[config.mk]
export PLATFORM = sky130hd
export DESIGN_NAME = perceptron_trainer
export DESIGN_NICKNAME = d
export VERILOG_FILES = /design/src/rtl/perceptron_trainer.sv
export SDC_FILE = /design/constraint.sdc
export NUM_CORES = 1
export LEC_CHECK = 0
export CAP_MARGIN = 20
export CORE_UTILIZATION = 63
export CTS_CLUSTER_SIZE = 12
export DETAILED_ROUTE_END_ITERATION = 7
export GPL_ROUTABILITY_DRIVEN = 0
export HOLD_SLACK_MARGIN = 0.02
export PLACE_DENSITY = 0.84
export RECOVER_POWER = 25
export SLEW_MARGIN = 25
export SYNTH_ARGS = -nofsm -noshare
export SYNTH_HDL_FRONTEND = slang
export SYNTH_SLANG_ARGS = --single-unit
[constraint.sdc]
create_clock -name clk -period 9.85 [get_ports clk]
set_clock_uncertainty 0.1 [all_clocks]
set_input_delay 0.985 -clock clk [delete_from_list [all_inputs] [get_ports clk]]
set_output_delay 0.985 -clock clk [all_outputs]
set_load 0.05 [all_outputs]
[src/rtl/perceptron_trainer.sv]
// ---------------------------------------------------------------------------
// perceptron_trainer
//   Training-side initiator for a single-layer perceptron. Holds a loadable
//   training set, presents each sample to the perceptron, compares the
//   returned y with the expected y and pulses p_train on every mismatch.
//   Epochs repeat until one is error-free or MAX_EPOCHS is reached.
//
// Ports
//   clk, rst            clock, asynchronous active-high reset
//   load_en/addr/x/y    training-sample write port (ignored while busy)
//   start               begin a run (ignored while busy)
//   num_samples         samples per epoch, latched at start, clamped to DEPTH
//   learning_rate_in    learning rate, latched at start
//   p_x, p_expected_y   sample presented to the perceptron
//   p_learning_rate     learning rate presented to the perceptron
//   p_train             one-cycle weight-update strobe
//   p_y                 perceptron output (valid LAT cycles after p_x)
//   busy, done          run in progress / one-cycle completion pulse
//   converged           last run ended on a zero-error epoch
//   epoch_count         epochs completed in the current or last run
//   error_count         mismatches in the current or last epoch
//   total_updates       (PERCEPTRON_TRAINER_STATS_EN only) p_train pulses in
//                       the current run, saturating
//
// Optional feature macro: PERCEPTRON_TRAINER_STATS_EN
//
// state    | meaning
// ---------+---------------------------------------------------------------
// IDLE     | waiting for start
// FETCH    | registered read of mem[idx]
// PRESENT  | drive p_x / p_expected_y from the read register
// WAIT     | LAT cycles for p_y to become valid
// CHECK    | compare p_y with p_expected_y
// TRAIN    | p_train high for one cycle
// SETTLE   | LAT cycles for the weight update to settle
// NEXT     | advance idx or close the epoch
// EPOCH    | count epoch, decide converge / give up / next epoch
// DONE     | done pulse, back to IDLE
// ---------------------------------------------------------------------------
module perceptron_trainer #(
  parameter int N          = 8,
  parameter int DEPTH      = 16,
  parameter int AW         = 4,
  parameter int LAT        = 2,
  parameter int MAX_EPOCHS = 255,
  parameter int EW         = 8
) (
  input  logic          clk,
  input  logic          rst,
  input  logic          load_en,
  input  logic [AW-1:0] load_addr,
  input  logic [N-1:0]  load_x,
  input  logic [31:0]   load_y,
  input  logic          start,
  input  logic [AW:0]   num_samples,
  input  logic [31:0]   learning_rate_in,
  output logic [N-1:0]  p_x,
  output logic [31:0]   p_expected_y,
  output logic [31:0]   p_learning_rate,
  output logic          p_train,
  input  logic [31:0]   p_y,
  output logic          busy,
  output logic          done,
  output logic          converged,
  output logic [EW-1:0] epoch_count,
`ifdef PERCEPTRON_TRAINER_STATS_EN
  output logic [15:0]   total_updates,
`endif
  output logic [AW:0]   error_count
);

  localparam int TW = (LAT > 1) ? $clog2(LAT) : 1;

  typedef enum logic [3:0] {
    S_IDLE, S_FETCH, S_PRESENT, S_WAIT, S_CHECK,
    S_TRAIN, S_SETTLE, S_NEXT, S_EPOCH, S_DONE
  } state_t;

  state_t r_state, w_next;

  logic [N-1:0]  mem_x [DEPTH];
  logic [31:0]   mem_y [DEPTH];
  logic [N-1:0]  r_rd_x;
  logic [31:0]   r_rd_y;

  logic [AW-1:0] r_idx;
  logic [AW:0]   r_num;
  logic [AW:0]   r_err;
  logic [EW-1:0] r_epoch;
  logic          r_conv;
  logic [N-1:0]  r_px;
  logic [31:0]   r_py;
  logic [31:0]   r_lr;
  logic [TW-1:0] r_tmr;

  logic          w_mismatch;
  logic          w_last;
  logic          w_epoch_max;
  logic [EW-1:0] w_epoch_inc;
  logic [AW:0]   w_ns_clamped;

  assign w_mismatch   = (p_y != r_py);
  assign w_last       = ({1'b0, r_idx} == (r_num - 1'b1));
  assign w_epoch_inc  = r_epoch + 1'b1;
  assign w_epoch_max  = (w_epoch_inc == EW'(MAX_EPOCHS));
  assign w_ns_clamped = (num_samples > (AW+1)'(DEPTH)) ? (AW+1)'(DEPTH) : num_samples;

  always_ff @(posedge clk or posedge rst) begin
    if (rst) r_state <= S_IDLE;
    else     r_state <= w_next;
  end

  always_comb begin
    w_next = r_state;
    case (r_state)
      S_IDLE:    if (start) w_next = (num_samples == '0) ? S_DONE : S_FETCH;
      S_FETCH:   w_next = S_PRESENT;
      S_PRESENT: w_next = S_WAIT;
      S_WAIT:    if (r_tmr == '0) w_next = S_CHECK;
      S_CHECK:   w_next = w_mismatch ? S_TRAIN : S_NEXT;
      S_TRAIN:   w_next = S_SETTLE;
      S_SETTLE:  if (r_tmr == '0) w_next = S_NEXT;
      S_NEXT:    w_next = w_last ? S_EPOCH : S_FETCH;
      S_EPOCH:   w_next = ((r_err == '0) || w_epoch_max) ? S_DONE : S_FETCH;
      S_DONE:    w_next = S_IDLE;
      default:   w_next = S_IDLE;
    endcase
  end

  // Sample memory is deliberately not reset.
  always_ff @(posedge clk) begin
    if (load_en && !busy) begin
      mem_x[load_addr] <= load_x;
      mem_y[load_addr] <= load_y;
    end
    if (r_state == S_FETCH) begin
      r_rd_x <= mem_x[r_idx];
      r_rd_y <= mem_y[r_idx];
    end
  end

`ifdef PERCEPTRON_TRAINER_STATS_EN
  logic [15:0] r_updates;
  always_ff @(posedge clk or posedge rst) begin
    if (rst)                                    r_updates <= '0;
    else if (r_state == S_IDLE && start)        r_updates <= '0;
    else if (r_state == S_TRAIN && r_updates != 16'hFFFF)
                                                r_updates <= r_updates + 16'd1;
  end
  assign total_updates = r_updates;
`endif

  always_ff @(posedge clk or posedge rst) begin
    if (rst) begin
      r_idx   <= '0;
      r_num   <= '0;
      r_err   <= '0;
      r_epoch <= '0;
      r_conv  <= 1'b0;
      r_px    <= '0;
      r_py    <= '0;
      r_lr    <= '0;
      r_tmr   <= '0;
    end else begin
      case (r_state)
        S_IDLE: if (start) begin
          r_num   <= w_ns_clamped;
          r_lr    <= learning_rate_in;
          r_epoch <= '0;
          r_err   <= '0;
          r_idx   <= '0;
          r_conv  <= (num_samples == '0);
        end
        S_PRESENT: begin
          r_px  <= r_rd_x;
          r_py  <= r_rd_y;
          r_tmr <= TW'(LAT - 1);
        end
        S_WAIT, S_SETTLE: r_tmr <= r_tmr - 1'b1;
        S_CHECK: if (w_mismatch) r_err <= r_err + 1'b1;
        S_TRAIN: r_tmr <= TW'(LAT - 1);
        S_NEXT:  if (!w_last) r_idx <= r_idx + 1'b1;
        S_EPOCH: begin
          r_epoch <= w_epoch_inc;
          if (r_err == '0)      r_conv <= 1'b1;
          else if (w_epoch_max) r_conv <= 1'b0;
          else begin
            r_idx <= '0;
            r_err <= '0;
          end
        end
        default: ;
      endcase
    end
  end

  assign p_x             = r_px;
  assign p_expected_y    = r_py;
  assign p_learning_rate = r_lr;
  assign p_train         = (r_state == S_TRAIN);
  assign busy            = (r_state != S_IDLE) && (r_state != S_DONE);
  assign done            = (r_state == S_DONE);
  assign converged       = r_conv;
  assign epoch_count     = r_epoch;
  assign error_count     = r_err;

endmodule

==> qor.yml <==
layout-drive-gt1-share_pct: 15.7
crit_required_ns: 8.77
rows: 80
fin_cells: 2635
syn-num-nets: 1845
wl_per_cell_microns: 27.6
fin_crit_sh_pct: 37.7
max_freq_mhz: 269
setup_slack_ns: 6.14
async_flop_share_pct: 12.8
crit_path_max_fanout: 14
setup-violations-final: 0
grt_pass1_vias: 17600
total_power_mw: 9.53
antenna_found_initial: 6
dp_slack_ns: 5.90
seq_area_frac_synth_pct: 75.3
ctsResizeCount: 0
synth_seq_cells: 780
grt_pass1_wl_mm: 107
synth-edff-count: 680
initial_utilization_pct: 63.8
worst_ep_arrival_time_ns: 2.63
post-route-drc-count: 0
dr_total_vias: 17400
crit_type: "flip-flop to output port"
fin_area_sq_mm: 0.0357
antenna_left: 0
maxSlewViolCount: 36
grt_usage_pct: 30.0
dp_cells: 2487
cts_tree: "done"
hold_viol: 0
leakagePower_nw: 11.8
finalWirelength_mm: 72.8
setup_tns_ns: 0
holdBufCountCts: 0
cap_violations: 1
power_density_mw_per_mm2: 267
chipWidth_microns: 222
final.min_clock_period_ns: 3.71
max_slew.worst_pin.slew_ns: 1.81
worst_setup_path_start_kind: "flip-flop"
io-pin-count: 206
numPortBuffers: 205
cts_buffers: 78
clock_path_buffers: 3
grt_max_degree: 84
synthCells: 1722
cts-root-buf: "clkbuf_16"
rsz0062_at_grt: "false"
clk_pin_slew_ns: 0.06
htreeDepth: 3
synth.distinct_cells: 55
outcome: "finished with violations"
synth-main-ff-cell: "edfxtp_1"
postCtsSetupBuffers: 0
fin_nets: 2076
core_sq_mm: 0.0477
peakVddDrop_uv: 195
syn_area_sq_mm: 0.0305
routed_via_density: 6.62
drt_iter0_drc: 2102
overflow: 0
dieArea_sq_mm: 0.0492
violations: "capacitance limit, slew limit"
hp-class: "flip-flop to flip-flop"
fillers: 2632
place_hpwl_mm: 36.9
ys_warn_count: 0
die_h_microns: 222
clk_latency_ns: 0.62
cts_num_sinks: 780
timing.slew.headroom_pct: -21.5
drt-pass1-iter-count: 5
syn_avg_cell_area_sq_um: 17.7
place_area_sq_mm: 0.0333
end_kind: "output port"
syn_to_final_growth_pct: 17.1
[registers in the layout, indices dropped and copies added, names as in the netlist]
signal	count
error_count	5
p_x	8
r_idx	4
r_rd_y	32
p_learning_rate	32
r_num	5
converged	1
r_state	4
mem_y	512
p_expected_y	32
r_rd_x	8
epoch_count	8
r_tmr	1
mem_x	128
[worst max-delay path, stage by stage (launching register included)]
cell	delay, ns
dfrtp_1	0.54
xor2_1	0.22
nor3_1	0.45
inv_1	0.09
clkdlybuf4s50_1	0.72
[through the flow]
| step | hold WS [ns] | util (%) |
|---|---|---|
| after CTS | 0.377 | 74.6 |
| final | 0.371 | 74.7 |
| after detailed placement | 0.362 | 69.7 |
| after floorplan | 0.339 | - |
| after global placement | 0.353 | 69.7 |
| after global routing | 0.389 | 74.7 |
[routing by layer]
layer / track usage, % / part of all wire [%] / vias to the layer above / routed length, microns
li1: - / - / 7252 / -
met1: 40.0 / 37 / 8729 / 26900
met2: 48.7 / 48 / 1241 / 35200
met3: 5.88 / 11 / 209 / 7730
met4: 13.4 / 4.0 / 4 / 2920
met5: 0 / 0.041 / - / 30
[synthesized netlist by cell type (2+ instances only)]
cell type	instances	area, sq um
a21o_1	2	15.0
buf_1	8	30.0
a211o_1	2	17.5
dfrtp_1	100	2500
nor2_1	34	128
a22oi_1	40	300
ha_1	6	75.1
nor3_1	17	85.1
nand3_1	8	40.0
nand2b_1	8	50.1
and2_1	2	12.5
clkbuf_1	48	180
nor4b_1	4	35.0
mux4_2	80	1800
mux2i_1	120	1200
nand2_1	168	631
inv_1	9	33.8
a221oi_1	40	350
o21ai_0	102	510
or3_1	3	18.8
mux2_2	77	867
a21oi_1	46	230
o22a_2	2	20.0
nor4_1	5	31.3
nand3b_1	2	15.0
edfxtp_1	680	20400
a21boi_1	2	15.0
mux2_1	4	45.0
xnor2_1	14	123
xor2_1	29	254
and3_1	3	18.8
nand4_1	5	31.3
nor3b_1	3	22.5
buf_2	28	140
[placed cells by master, fill, tap and decap left out, drive strengths merged, types with 40 or more instances in the layout]
| cell | netlist | routed |
|---|---|---|
| a21oi | 46 | 46 |
| a221oi | 40 | 40 |
| a22oi | 40 | 40 |
| clkbuf | 48 | 134 |
| clkdlybuf4s50 | 0 | 176 |
| dfrtp | 100 | 100 |
| edfxtp | 680 | 680 |
| mux2 | 81 | 81 |
| mux2i | 120 | 120 |
| mux4 | 80 | 80 |
| nand2 | 168 | 168 |
| o21ai | 102 | 102 |
[cells by family after synthesis]
| kind of cell | share of synthesized area [%] |
|---|---|
| AOI/OAI and AO/OA | 5.26 |
| xor gates and xnor gates | 1.24 |
| adders and majority gates | 0.247 |
| buffers and inverters | 1.26 |
| DFF | 75.3 |
| muxes | 12.9 |
| and+or+nand+nor | 3.87 |
[power breakdown]
group          switching [mW]  leakage (nW)  total, mW  internal [mW]
combinational            1.55          3.31       2.58           1.02
sequential              0.260          7.37       4.19           3.93
clock                    1.19          1.13       2.77           1.58
total                    3.00          11.8       9.53           6.53
[area by class of cell]
type / instances / area, sq um / share of cell area (%)
Multi-Input combinational cell: 849 / 7280 / 20.4
Clock inverter: 10 / 95.1 / 0.267
Sequential cell: 780 / 22900 / 64.3
Tap cell: 615 / 769 / 2.16
Timing Repair Buffer: 235 / 2290 / 6.43
Inverter: 9 / 35.0 / 0.0982
Clock buffer: 134 / 2250 / 6.32
Antenna cell: 3 / 7.51 / 0.0211
[path summary, 6_finish.rpt]
kind                               startpoint                  to  slack [ns]  cells past startpoint
setup / recovery                   r_state[0]                busy        6.14                      4
hold / removal             p_learning_rate[3]  p_learning_rate[3]        0.37                      2
setup reg to reg                   r_state[0]         mem_x[4][6]        6.21                      7
hold reg to reg            p_learning_rate[3]  p_learning_rate[3]        0.37                      2
max in group asynchronous                 rst            r_idx[1]        7.06                      3
min in group asynchronous                 rst  p_learning_rate[0]        1.18                      2
Power figures use the tool's default switching activity.
